**config.mk**
```make
export PLATFORM = sky130hd
export DESIGN_NAME = cam_cfg_scheduler
export DESIGN_NICKNAME = d
export VERILOG_FILES = /design/src/rtl/cam_cfg_scheduler.sv
export SDC_FILE = /design/constraint.sdc
export NUM_CORES = 1
export LEC_CHECK = 0
export ABC_AREA = 1
export CAP_MARGIN = 10
export CORE_UTILIZATION = 55
export CTS_CLUSTER_DIAMETER = 150
export CTS_CLUSTER_SIZE = 12
export DETAILED_ROUTE_END_ITERATION = 7
export PLACE_DENSITY_LB_ADDON = 0.05
export REMOVE_ABC_BUFFERS = 1
export SYNTH_ARGS = -nofsm -noshare
export SYNTH_HDL_FRONTEND = slang
export SYNTH_SLANG_ARGS = --single-unit
```
**constraint.sdc**
```tcl
create_clock -name clk -period 1.9 [get_ports clk]
set_input_delay 0.475 -clock clk [delete_from_list [all_inputs] [get_ports clk]]
set_output_delay 0.475 -clock clk [all_outputs]
set_load 0.005 [all_outputs]
```
**src/rtl/cam_cfg_scheduler.sv**
```systemverilog
// -----------------------------------------------------------------------------
// cam_cfg_scheduler
// Sequences the configuration of up to three cameras that share one config
// engine and one I2C bus mux. After a start pulse it waits for sensor
// power-up, then serves each enabled camera in ascending index order:
// settle with the engine held in reset, run a config attempt (retrying on
// error/timeout), then idle the bus for a gap before the next camera.
//
// Ports
//   clk       in   system clock, single domain
//   rst       in   synchronous active-high reset
//   start     in   one-cycle pulse, begins a sequence (ignored while busy)
//   en_mask   in   camera enables, sampled on an accepted start
//   cfg_done  in   config engine finished (level)
//   cfg_err   in   config engine error/NACK (level)
//   cfg_rst   out  active-high reset to the shared config engine
//   i2c_sel   out  shared-bus mux select
//   busy      out  sequence in progress
//   cam_ok    out  per-camera success flags
//   cam_fail  out  per-camera retries-exhausted flags
//   all_done  out  sequence finished (level)
// -----------------------------------------------------------------------------
module cam_cfg_scheduler #(
  parameter int unsigned PWR_DLY   = 3_000_000,
  parameter int unsigned SETTLE    = 16,
  parameter int unsigned GAP_DLY   = 100_000,
  parameter int unsigned TIMEOUT   = 50_000_000,
  parameter int unsigned MAX_RETRY = 2,
  parameter logic [2:0]  SEL0      = 3'b110,
  parameter logic [2:0]  SEL1      = 3'b101,
  parameter logic [2:0]  SEL2      = 3'b011,
  parameter logic [2:0]  IDLE_SEL  = 3'b111
) (
  input  logic       clk,
  input  logic       rst,
  input  logic       start,
  input  logic [2:0] en_mask,
  input  logic       cfg_done,
  input  logic       cfg_err,
  output logic       cfg_rst,
  output logic [2:0] i2c_sel,
  output logic       busy,
  output logic [2:0] cam_ok,
  output logic [2:0] cam_fail,
  output logic       all_done
);

  // One shared cycle counter, wide enough for the longest state duration.
  localparam int unsigned MAX_PS = (PWR_DLY > SETTLE) ? PWR_DLY : SETTLE;
  localparam int unsigned MAX_GT = (GAP_DLY > TIMEOUT) ? GAP_DLY : TIMEOUT;
  localparam int unsigned MAX_D  = (MAX_PS > MAX_GT) ? MAX_PS : MAX_GT;
  localparam int unsigned CW     = $clog2(MAX_D + 32'd1);
  localparam int unsigned RW     = (MAX_RETRY > 32'd0) ? $clog2(MAX_RETRY + 32'd1) : 32'd1;

  localparam logic [CW-1:0] CNT_ZERO   = {CW{1'b0}};
  localparam logic [CW-1:0] CNT_ONE    = CW'(1'b1);
  // Each timed state leaves on the cycle its counter reaches duration-1.
  localparam logic [CW-1:0] PWR_END    = CW'(PWR_DLY - 32'd1);
  localparam logic [CW-1:0] SETTLE_END = CW'(SETTLE - 32'd1);
  localparam logic [CW-1:0] GAP_END    = CW'(GAP_DLY - 32'd1);
  localparam logic [CW-1:0] TMO_END    = CW'(TIMEOUT - 32'd1);
  localparam logic [RW-1:0] RETRY_ZERO = {RW{1'b0}};
  localparam logic [RW-1:0] RETRY_ONE  = RW'(1'b1);
  localparam logic [RW-1:0] RETRY_MAX  = RW'(MAX_RETRY);

  typedef enum logic [2:0] {
    ST_IDLE     = 3'd0,
    ST_PWR_WAIT = 3'd1,
    ST_SELECT   = 3'd2,
    ST_CONFIG   = 3'd3,
    ST_GAP      = 3'd4,
    ST_DONE     = 3'd5
  } state_t;

  // Lowest enabled camera with index >= lo; result is {found, index}.
  function automatic logic [2:0] pick_cam(input logic [2:0] mask, input logic [2:0] lo);
    logic [2:0] res;
    res = 3'b000;
    for (int i = 2; i >= 0; i--) begin
      if (mask[i] && (i >= int'(lo))) begin
        res = {1'b1, 2'(i)};
      end
    end
    return res;
  endfunction

  function automatic logic [2:0] sel_of(input logic [1:0] cam);
    logic [2:0] sel;
    case (cam)
      2'd0:    sel = SEL0;
      2'd1:    sel = SEL1;
      2'd2:    sel = SEL2;
      default: sel = IDLE_SEL;
    endcase
    return sel;
  endfunction

  state_t        state_r, state_s;
  logic [1:0]    cam_r, cam_s;
  logic [CW-1:0] cnt_r, cnt_s;
  logic [RW-1:0] retry_r, retry_s;
  logic [2:0]    mask_r, mask_s;
  logic [2:0]    ok_r, ok_s;
  logic [2:0]    fail_r, fail_s;
  logic          fail_ev_s;
  logic [2:0]    first_pick_s;
  logic [2:0]    next_pick_s;

  logic          cfg_rst_r, cfg_rst_s;
  logic [2:0]    sel_r, sel_s;
  logic          busy_r, busy_s;
  logic          done_r, done_s;

  assign first_pick_s = pick_cam(mask_r, 3'b000);
  assign next_pick_s  = pick_cam(mask_r, {1'b0, cam_r} + 3'b001);

  // Next-state, counter, retry and result-flag logic.
  always_comb begin
    state_s   = state_r;
    cam_s     = cam_r;
    cnt_s     = cnt_r;
    retry_s   = retry_r;
    mask_s    = mask_r;
    ok_s      = ok_r;
    fail_s    = fail_r;
    fail_ev_s = 1'b0;
    case (state_r)
      ST_IDLE, ST_DONE: begin
        if (start) begin
          cnt_s   = CNT_ZERO;
          retry_s = RETRY_ZERO;
          ok_s    = 3'b000;
          fail_s  = 3'b000;
          if (en_mask != 3'b000) begin
            mask_s  = en_mask;
            state_s = ST_PWR_WAIT;
          end else begin
            mask_s  = 3'b000;
            state_s = ST_DONE;
          end
        end else begin
          state_s = state_r;
        end
      end
      ST_PWR_WAIT: begin
        if (cnt_r == PWR_END) begin
          cam_s   = first_pick_s[1:0];
          cnt_s   = CNT_ZERO;
          state_s = ST_SELECT;
        end else begin
          cnt_s = cnt_r + CNT_ONE;
        end
      end
      ST_SELECT: begin
        if (cnt_r == SETTLE_END) begin
          cnt_s   = CNT_ZERO;
          state_s = ST_CONFIG;
        end else begin
          cnt_s = cnt_r + CNT_ONE;
        end
      end
      ST_CONFIG: begin
        // Engine status is stale on the first cycle out of reset, so cnt 0
        // never evaluates it. Error outranks done; timeout comes last.
        if ((cnt_r != CNT_ZERO) && cfg_err) begin
          fail_ev_s = 1'b1;
        end else if ((cnt_r != CNT_ZERO) && cfg_done) begin
          ok_s[cam_r] = 1'b1;
          retry_s     = RETRY_ZERO;
          cnt_s       = CNT_ZERO;
          state_s     = ST_GAP;
        end else if (cnt_r == TMO_END) begin
          fail_ev_s = 1'b1;
        end else begin
          cnt_s = cnt_r + CNT_ONE;
        end
        if (fail_ev_s) begin
          cnt_s = CNT_ZERO;
          if (retry_r < RETRY_MAX) begin
            retry_s = retry_r + RETRY_ONE;
            state_s = ST_SELECT;
          end else begin
            fail_s[cam_r] = 1'b1;
            retry_s       = RETRY_ZERO;
            state_s       = ST_GAP;
          end
        end else begin
          fail_ev_s = 1'b0;
        end
      end
      ST_GAP: begin
        if (cnt_r == GAP_END) begin
          cnt_s = CNT_ZERO;
          if (next_pick_s[2]) begin
            cam_s   = next_pick_s[1:0];
            state_s = ST_SELECT;
          end else begin
            state_s = ST_DONE;
          end
        end else begin
          cnt_s = cnt_r + CNT_ONE;
        end
      end
      default: begin
        state_s = ST_IDLE;
        cnt_s   = CNT_ZERO;
      end
    endcase
  end

  // Output decode from the upcoming state so registered outputs line up with state entry.
  always_comb begin
    cfg_rst_s = 1'b1;
    sel_s     = IDLE_SEL;
    busy_s    = 1'b0;
    done_s    = 1'b0;
    case (state_s)
      ST_IDLE: begin
        busy_s = 1'b0;
      end
      ST_PWR_WAIT: begin
        busy_s = 1'b1;
      end
      ST_SELECT: begin
        busy_s = 1'b1;
        sel_s  = sel_of(cam_s);
      end
      ST_CONFIG: begin
        busy_s    = 1'b1;
        cfg_rst_s = 1'b0;
        sel_s     = sel_of(cam_s);
      end
      ST_GAP: begin
        busy_s = 1'b1;
      end
      ST_DONE: begin
        done_s = 1'b1;
      end
      default: begin
        busy_s = 1'b0;
      end
    endcase
  end

  // State, counters and registered outputs.
  always_ff @(posedge clk) begin
    if (rst) begin
      state_r   <= ST_IDLE;
      cam_r     <= 2'd0;
      cnt_r     <= CNT_ZERO;
      retry_r   <= RETRY_ZERO;
      mask_r    <= 3'b000;
      ok_r      <= 3'b000;
      fail_r    <= 3'b000;
      cfg_rst_r <= 1'b1;
      sel_r     <= IDLE_SEL;
      busy_r    <= 1'b0;
      done_r    <= 1'b0;
    end else begin
      state_r   <= state_s;
      cam_r     <= cam_s;
      cnt_r     <= cnt_s;
      retry_r   <= retry_s;
      mask_r    <= mask_s;
      ok_r      <= ok_s;
      fail_r    <= fail_s;
      cfg_rst_r <= cfg_rst_s;
      sel_r     <= sel_s;
      busy_r    <= busy_s;
      done_r    <= done_s;
    end
  end

  assign cfg_rst  = cfg_rst_r;
  assign i2c_sel  = sel_r;
  assign busy     = busy_r;
  assign cam_ok   = ok_r;
  assign cam_fail = fail_r;
  assign all_done = done_r;

endmodule

```
# Yosys cells after proc, flatten, opt, wreduce, memory -nomap -nowiden
# Cells that the tools add are included.
dict set report word_totals {
  ff_bits 48
  input_bits 8
}
dict set report op_classes {
  bitwise 3
  n_addsub 3
  muxes 54
  n_eq_ne 24
  reduce_logical 20
  order_cmp 6
}
# operator n
set ops {}
lappend ops {{two-way mux 26 bit} 8}
lappend ops {{case mux 26 bit (5 select lines)} 1}
lappend ops {{two-way mux 3 bit} 19}
lappend ops {{adder 26 x 1 -> 26 bit (second input constant)} 1}
lappend ops {{equality test 26 x 17 -> 1 bit (second input constant)} 1}
lappend ops {{equality test 26 x 22 -> 1 bit (second input constant)} 1}
lappend ops {{equality test 26 bit (second input constant)} 1}
lappend ops {{equality test 26 x 4 -> 1 bit (second input constant)} 1}
lappend ops {{nonzero test 26 bit} 1}
lappend ops {{two-way mux 2 bit} 11}
lappend ops {{case mux 3 bit (5 select lines)} 1}
lappend ops {{equality test 3 x 2 -> 1 bit (second input constant)} 4}
lappend ops {{equality test 3 bit (second input constant)} 4}
lappend ops {{case mux 3 bit (2 select lines)} 2}
lappend ops {{AND reduction 4 bit} 3}
lappend ops {{!= test 2 bit (second input constant)} 5}
lappend ops {{case mux 3 bit (3 select lines)} 1}
lappend ops {{two-way mux 1 bit} 8}
lappend ops {{case mux 2 bit (2 select lines)} 2}
lappend ops {{equality test 3 x 1 -> 1 bit (second input constant)} 2}
lappend ops {{greater-or-equal comparator 1 x 3 -> 1 bit (first input constant)} 2}
lappend ops {{logical AND 1 bit} 6}
lappend ops {{!= test 3 bit (second input constant)} 2}
lappend ops {{bitwise OR 3 bit} 2}
lappend ops {{other kinds (19)} 21}

# Longest topological paths before layout
dict set report logic_depth {
  word_depth 13
  ltp_mapped 15
  depth_no_buf 15
}

# Worst setup path before layout
# OpenSTA, ideal clock, no wires.
dict set report synth_timing {
  path_kind {flip-flop to flip-flop}
  from {register cnt_r[0]}
  to {register cnt_r[0]}
  setup_time_ns 0.113
  t_required_ns 1.787
  t_arrival_ns 1.619
  stages_incl_launch_ff 12
  setup_slack_ns 0.168
  path_cell_list {dfxtp_1 > ha_1 > nand2_2 > nor2_4 > nand2_1 > inv_1 > nand3_1 > nand4_2 > o2111ai_4 > buf_6 > o21ai_1 > inv_1}
}
dict set report synth_via {
  elab_chain_cells 7
  word_cells_on_any_way 23
  classes_between {add/sub (1); eq/ne (6); mux (12); reduce/logical (4)}
}
# item line_no
set synth_lines {}
lappend synth_lines {{start, declared} 100} ;# logic [CW-1:0] cnt_r, cnt_s;
lappend synth_lines {{start signal, assigned} 262} ;# cnt_r <= cnt_s;
lappend synth_lines {{parallel branches: the longest is 7 deep, another holds adder 26 x 1 -> 26 bit} n/a}
# Parallel ways; which one is timed is not known. The select of a mux whose other input is x is not followed.
# A chain may end at the register's enable or synchronous reset.

# Worst setup path in the final report
dict set report layout_timing {
  from {register cnt_r[11]}
  to {register busy_r (netlist: busy)}
}
dict set report layout_via {
  elab_chain_cells 10
  word_cells_on_any_way 24
  classes_between {eq/ne (8); mux (12); reduce/logical (4)}
}
# item line_no
set layout_lines {}
lappend layout_lines {{equality test 26 bit or nonzero test 26 bit (tied branches)} {172, 165, 167}}
lappend layout_lines {{two-way mux 1 bit or logical AND 1 bit (tied branches)} {172, 167}}
lappend layout_lines {{two-way mux 1 bit} 167} ;# end else if ((cnt_r != CNT_ZERO) && cfg_done) begin
lappend layout_lines {{two-way mux 1 bit} 165} ;# if ((cnt_r != CNT_ZERO) && cfg_err) begin
lappend layout_lines {{two-way mux 1 bit} 127} ;# case (state_r)
lappend layout_lines {{two-way mux 3 bit} 177} ;# if (fail_ev_s) begin
lappend layout_lines {{case mux 3 bit (5 select lines) *} 127}
lappend layout_lines {{equality test 3 x 2 -> 1 bit (tied with other cells)} 217} ;# case (state_s)
lappend layout_lines {{OR reduction 4 bit (no source line) *} n/a}
lappend layout_lines {{two-way mux 1 bit *} 217}
lappend layout_lines {{end signal, assigned} 269} ;# busy_r <= busy_s;
lappend layout_lines {{end, declared} 111} ;# logic busy_r, busy_s;
# Every way passes the cells marked *; elsewhere a longest branch is shown, timed or not. The select of a mux whose other input is x is not followed.

==> run summary <==
Clock-pin slew was measured on the worst setup and hold paths at 0.09 ns. For this design the total switching power over the nets is 573 uW. Setup slack on the critical path of the routed design comes to 0.0442 ns.

met2 is the most crowded layer. First-iteration detailed-routing DRC count: 176. The logs give 5520 um2 for the overall die area and 2 for the number of buffers between clock root and the deepest sink. Setup repair after global routing could not meet its margin everywhere. The run gives 493 as the final net count. Class of the tightest hold or removal check: register to register.

Setup slack on the worst reg-to-reg path comes out at 0.04 ns. Setup violations remaining at the end of the flow were counted as 0. Of all flip-flops after synthesis, the portion carrying an async set or reset was 0%. Across the run, the number of max-cap violations was 0. In this run the number of H-tree levels came out at 2. The analysis attributes to cell leakage a power of 1.55 nW. After synthesis, flip-flops and latches occupy 33.4% of the total area. The run gives 3660 um2 as the final standard cell area without fillers.

The largest net degree at the start of global routing was 31. Dividing the final minimum period by the clock period gives 97.7%. The number of cell instances on the worst register-to-register path came out at 13.

The cell area power density was 561 nW/um2; the count of antenna-violating nets left after detailed routing was 0. In this run, post-CTS hold repair placed 0 buffers. The tools report the number of global-route vias before repair as 2,492. The internal power was 1.48 mW. Summing over every cut layer, the via total after detailed routing is 2,825. The highest clock rate was 0.539 GHz. The flow ran to the end, and the final reports show no timing, DRC or antenna violations. At the worst endpoint, the required time is 2.14 ns. Most frequently used flop master after synthesis: sky130_fd_sc_hd__dfxtp_1. In the global route stage, met1 resource usage came out at 37.4%. After synthesis the netlist holds a flip-flop and latch count of 48. The run gives 0 as the hold violation count in the final report. The number of max-slew violations in the final report is 0, and the total DRC errors in the routed layout is 0. For the placed instance area, the log shows 3250 um2.

The total length of routed wires was 7.00 mm. Share of layout cells above drive strength 1: 25.2%. The first global-routing pass estimated 10.9 mm of wire.

From bottom edge to top edge, the die measures 74.3 um. The count of mapped cells out of synthesis is 439, and the count of clock tree sinks is 48. At the pin with the least slew margin, the transition time is 0.416 ns. The tools report the part of the total power dissipated in sequential elements as 51.2%.

The count of buffers added on input and output ports is 19. For the number of warnings reported in the yosys synthesis log, the log shows 0. Clock latency on the worst-skew pair, taken at its later pin, is 0.30 ns. TritonCTS built the clock tree. Data arrives at the worst endpoint at 2.10 ns.

For this run the aggregate overflow at the end of global routing stands at 0. The relative area change from synthesis to final layout came out at 27.3%. The tools report the root buffer cell as sky130_fd_sc_hd__clkbuf_8. Yosys mapped the design onto 37 distinct sky130hd cell types. For the fraction of power consumed by combinational cells, the log shows 18.0%. The first TritonRoute pass finished after 4 iterations. The tools report the initial antenna violation count as 0. Timing analysis after detailed placement gives a worst setup slack of 0.00362 ns. The met3 layer usage reported by global route is 4.61%.

At the end of the flow the core is filled with cells to 75.0%. STA classifies the critical path endpoint as a register. The clock skew after layout is 0.00775 ns. Once the floorplan was initialized, standard cells occupied 58.9% of the core. The critical path is of the register to register type.

The worst-path maximum fanout is 5. Met2 routing resource usage after global routing: 38.1%. The floorplan has 25 rows. The number of diodes added for antenna fixing came out at 0.

After detailed routing, the average wire length per cell comes to 12.7 um. The share of total power consumed by net switching works out to 27.9%. The share of total power dissipated in the clock network is 30.9%. Leaving out fill and tap cells, the most frequent cells in the layout are sky130_fd_sc_hd__nand2_1, sky130_fd_sc_hd__inv_1, sky130_fd_sc_hd__nor2_1, sky130_fd_sc_hd__dfxtp_1, sky130_fd_sc_hd__a21oi_1.

Detailed placement finished with a half-perimeter wire length of 4.97 mm. The weighted congestion at the end of routability-driven global placement was 0.889; the number of vias per cell was 5.13. Each instance of the synthesized netlist takes up on average 6.55 um2.

The most frequent standard cell in the layout excluding fill and tap cells is sky130_fd_sc_hd__nand2_1. The total track usage was 25.5%. The floorplan step defined a core boundary enclosing 4880 um2. Buffers inserted during clock tree synthesis total 5. The number of cells on the worst hold path was 2. The worst path in the final design needs a cycle of 1.86 ns, including I/O delays and setup. The die is 74.3 um wide.

STA classifies the critical path startpoint as a register. VDD sags by at most 0.549 mV. The overall power was 2.05 mW; the relative max-transition margin was 72.1%. In this run the count of I/O pins placed on the die edge is 20. In this run, synthesis inferred 0 flip-flops with an integrated enable. The cell area that synthesis handed to floorplanning was 2880 um2.
[flip-flops by register name, summed over array words and instances, names as in the netlist]
signal / flops
cnt_r: 26
i2c_sel: 3
all_done: 1
state_r: 3
cam_fail: 3
mask_r: 3
cam_r: 2
busy: 1
cfg_rst: 1
retry_r: 2
cam_ok: 3
[critical path, stage by stage, from the launching register on]
cell	delay, ns
sky130_fd_sc_hd__dfxtp_2	0.36
sky130_fd_sc_hd__nor2_2	0.13
sky130_fd_sc_hd__nand2_1	0.11
sky130_fd_sc_hd__nor2_2	0.18
sky130_fd_sc_hd__nand3_2	0.13
sky130_fd_sc_hd__nand3b_1	0.18
sky130_fd_sc_hd__inv_1	0.07
sky130_fd_sc_hd__nand2_2	0.07
sky130_fd_sc_hd__nand2_1	0.04
sky130_fd_sc_hd__inv_1	0.05
sky130_fd_sc_hd__nand4_1	0.19
sky130_fd_sc_hd__nand2_2	0.13
sky130_fd_sc_hd__nand2_2	0.05
sky130_fd_sc_hd__nor2_2	0.09
[path summary, 6_finish.rpt]
check,from,end
min,cam_fail[2],cam_fail[2]
max,cnt_r[11],busy
min reg2reg,cam_fail[2],cam_fail[2]
max reg2reg,cnt_r[11],busy
[stage by stage]
stage          hold slack [ns]  TNS, ns  std cells
2_1_floorplan            0.444        0        431
3_3_place_gp             0.441        0        531
3_5_place_dp             0.440        0        531
4_1_cts                  0.453        0        539
5_1_grt                  0.480   -0.893        551
6_report                 0.451        0        551
[metal layers]
| metal | routed length (um) | vias to the layer above |
|---|---|---|
| met1 | 3440 | 1276 |
| met3 | 280 | 15 |
| met5 | 0 | - |
| met2 | 3170 | 56 |
| met4 | 113 | 0 |
| li1 | - | 1478 |
[logic make-up (layout without fill, tap and decap cells)]
logic type	after synthesis	in the layout	synth area share (%)
compound gates	52	52	11.1
fa+ha+maj	2	2	0.870
simple gates	246	246	38.8
buf+inv	72	117	9.97
flops	48	48	33.4
xor+xnor	19	19	5.79
[cell type report]
class / count / area (um2)
Timing Repair Buffer: 45 / 430
Inverter: 64 / 243
Tap cell: 67 / 83.8
Multi-Input combinational cell: 319 / 1830
Fill cell: 407 / 1220
Clock buffer: 6 / 82.6
Sequential cell: 48 / 981
Clock inverter: 2 / 10.0
[power groups by stage]
stage / registers (mW) / clock network [mW] / logic, mW
6_report: 1.05 / 0.634 / 0.369
5_1_grt: 1.05 / 0.680 / 0.408
4_1_cts: 1.05 / 0.644 / 0.314
3_5_place_dp: 1.07 / 0 / 0.313
3_3_place_gp: 1.07 / 0 / 0.308
2_1_floorplan: 1.07 / 0 / 0.166
[cell usage after synthesis, types with 6 or more instances]
master	instances	area share [%]
sky130_fd_sc_hd__nand2_1	120	16
sky130_fd_sc_hd__nor3_1	7	1.2
sky130_fd_sc_hd__nand3_1	29	5.0
sky130_fd_sc_hd__dfxtp_1	48	33
sky130_fd_sc_hd__inv_1	58	7.6
sky130_fd_sc_hd__nand2_2	8	1.7
sky130_fd_sc_hd__a21oi_1	31	5.4
sky130_fd_sc_hd__nor2_1	55	7.2
sky130_fd_sc_hd__o21ai_0	9	1.6
sky130_fd_sc_hd__xnor2_1	6	1.8
sky130_fd_sc_hd__xor2_1	13	4.0
[what timing repair did]
item	in CTS	in global routing
pin swaps	0	27
setup endpoints to repair	2	37
buffers inserted	0	12
hold endpoints to repair	0	0
resized for setup	1	68
(Power assumes the default switching activity.)
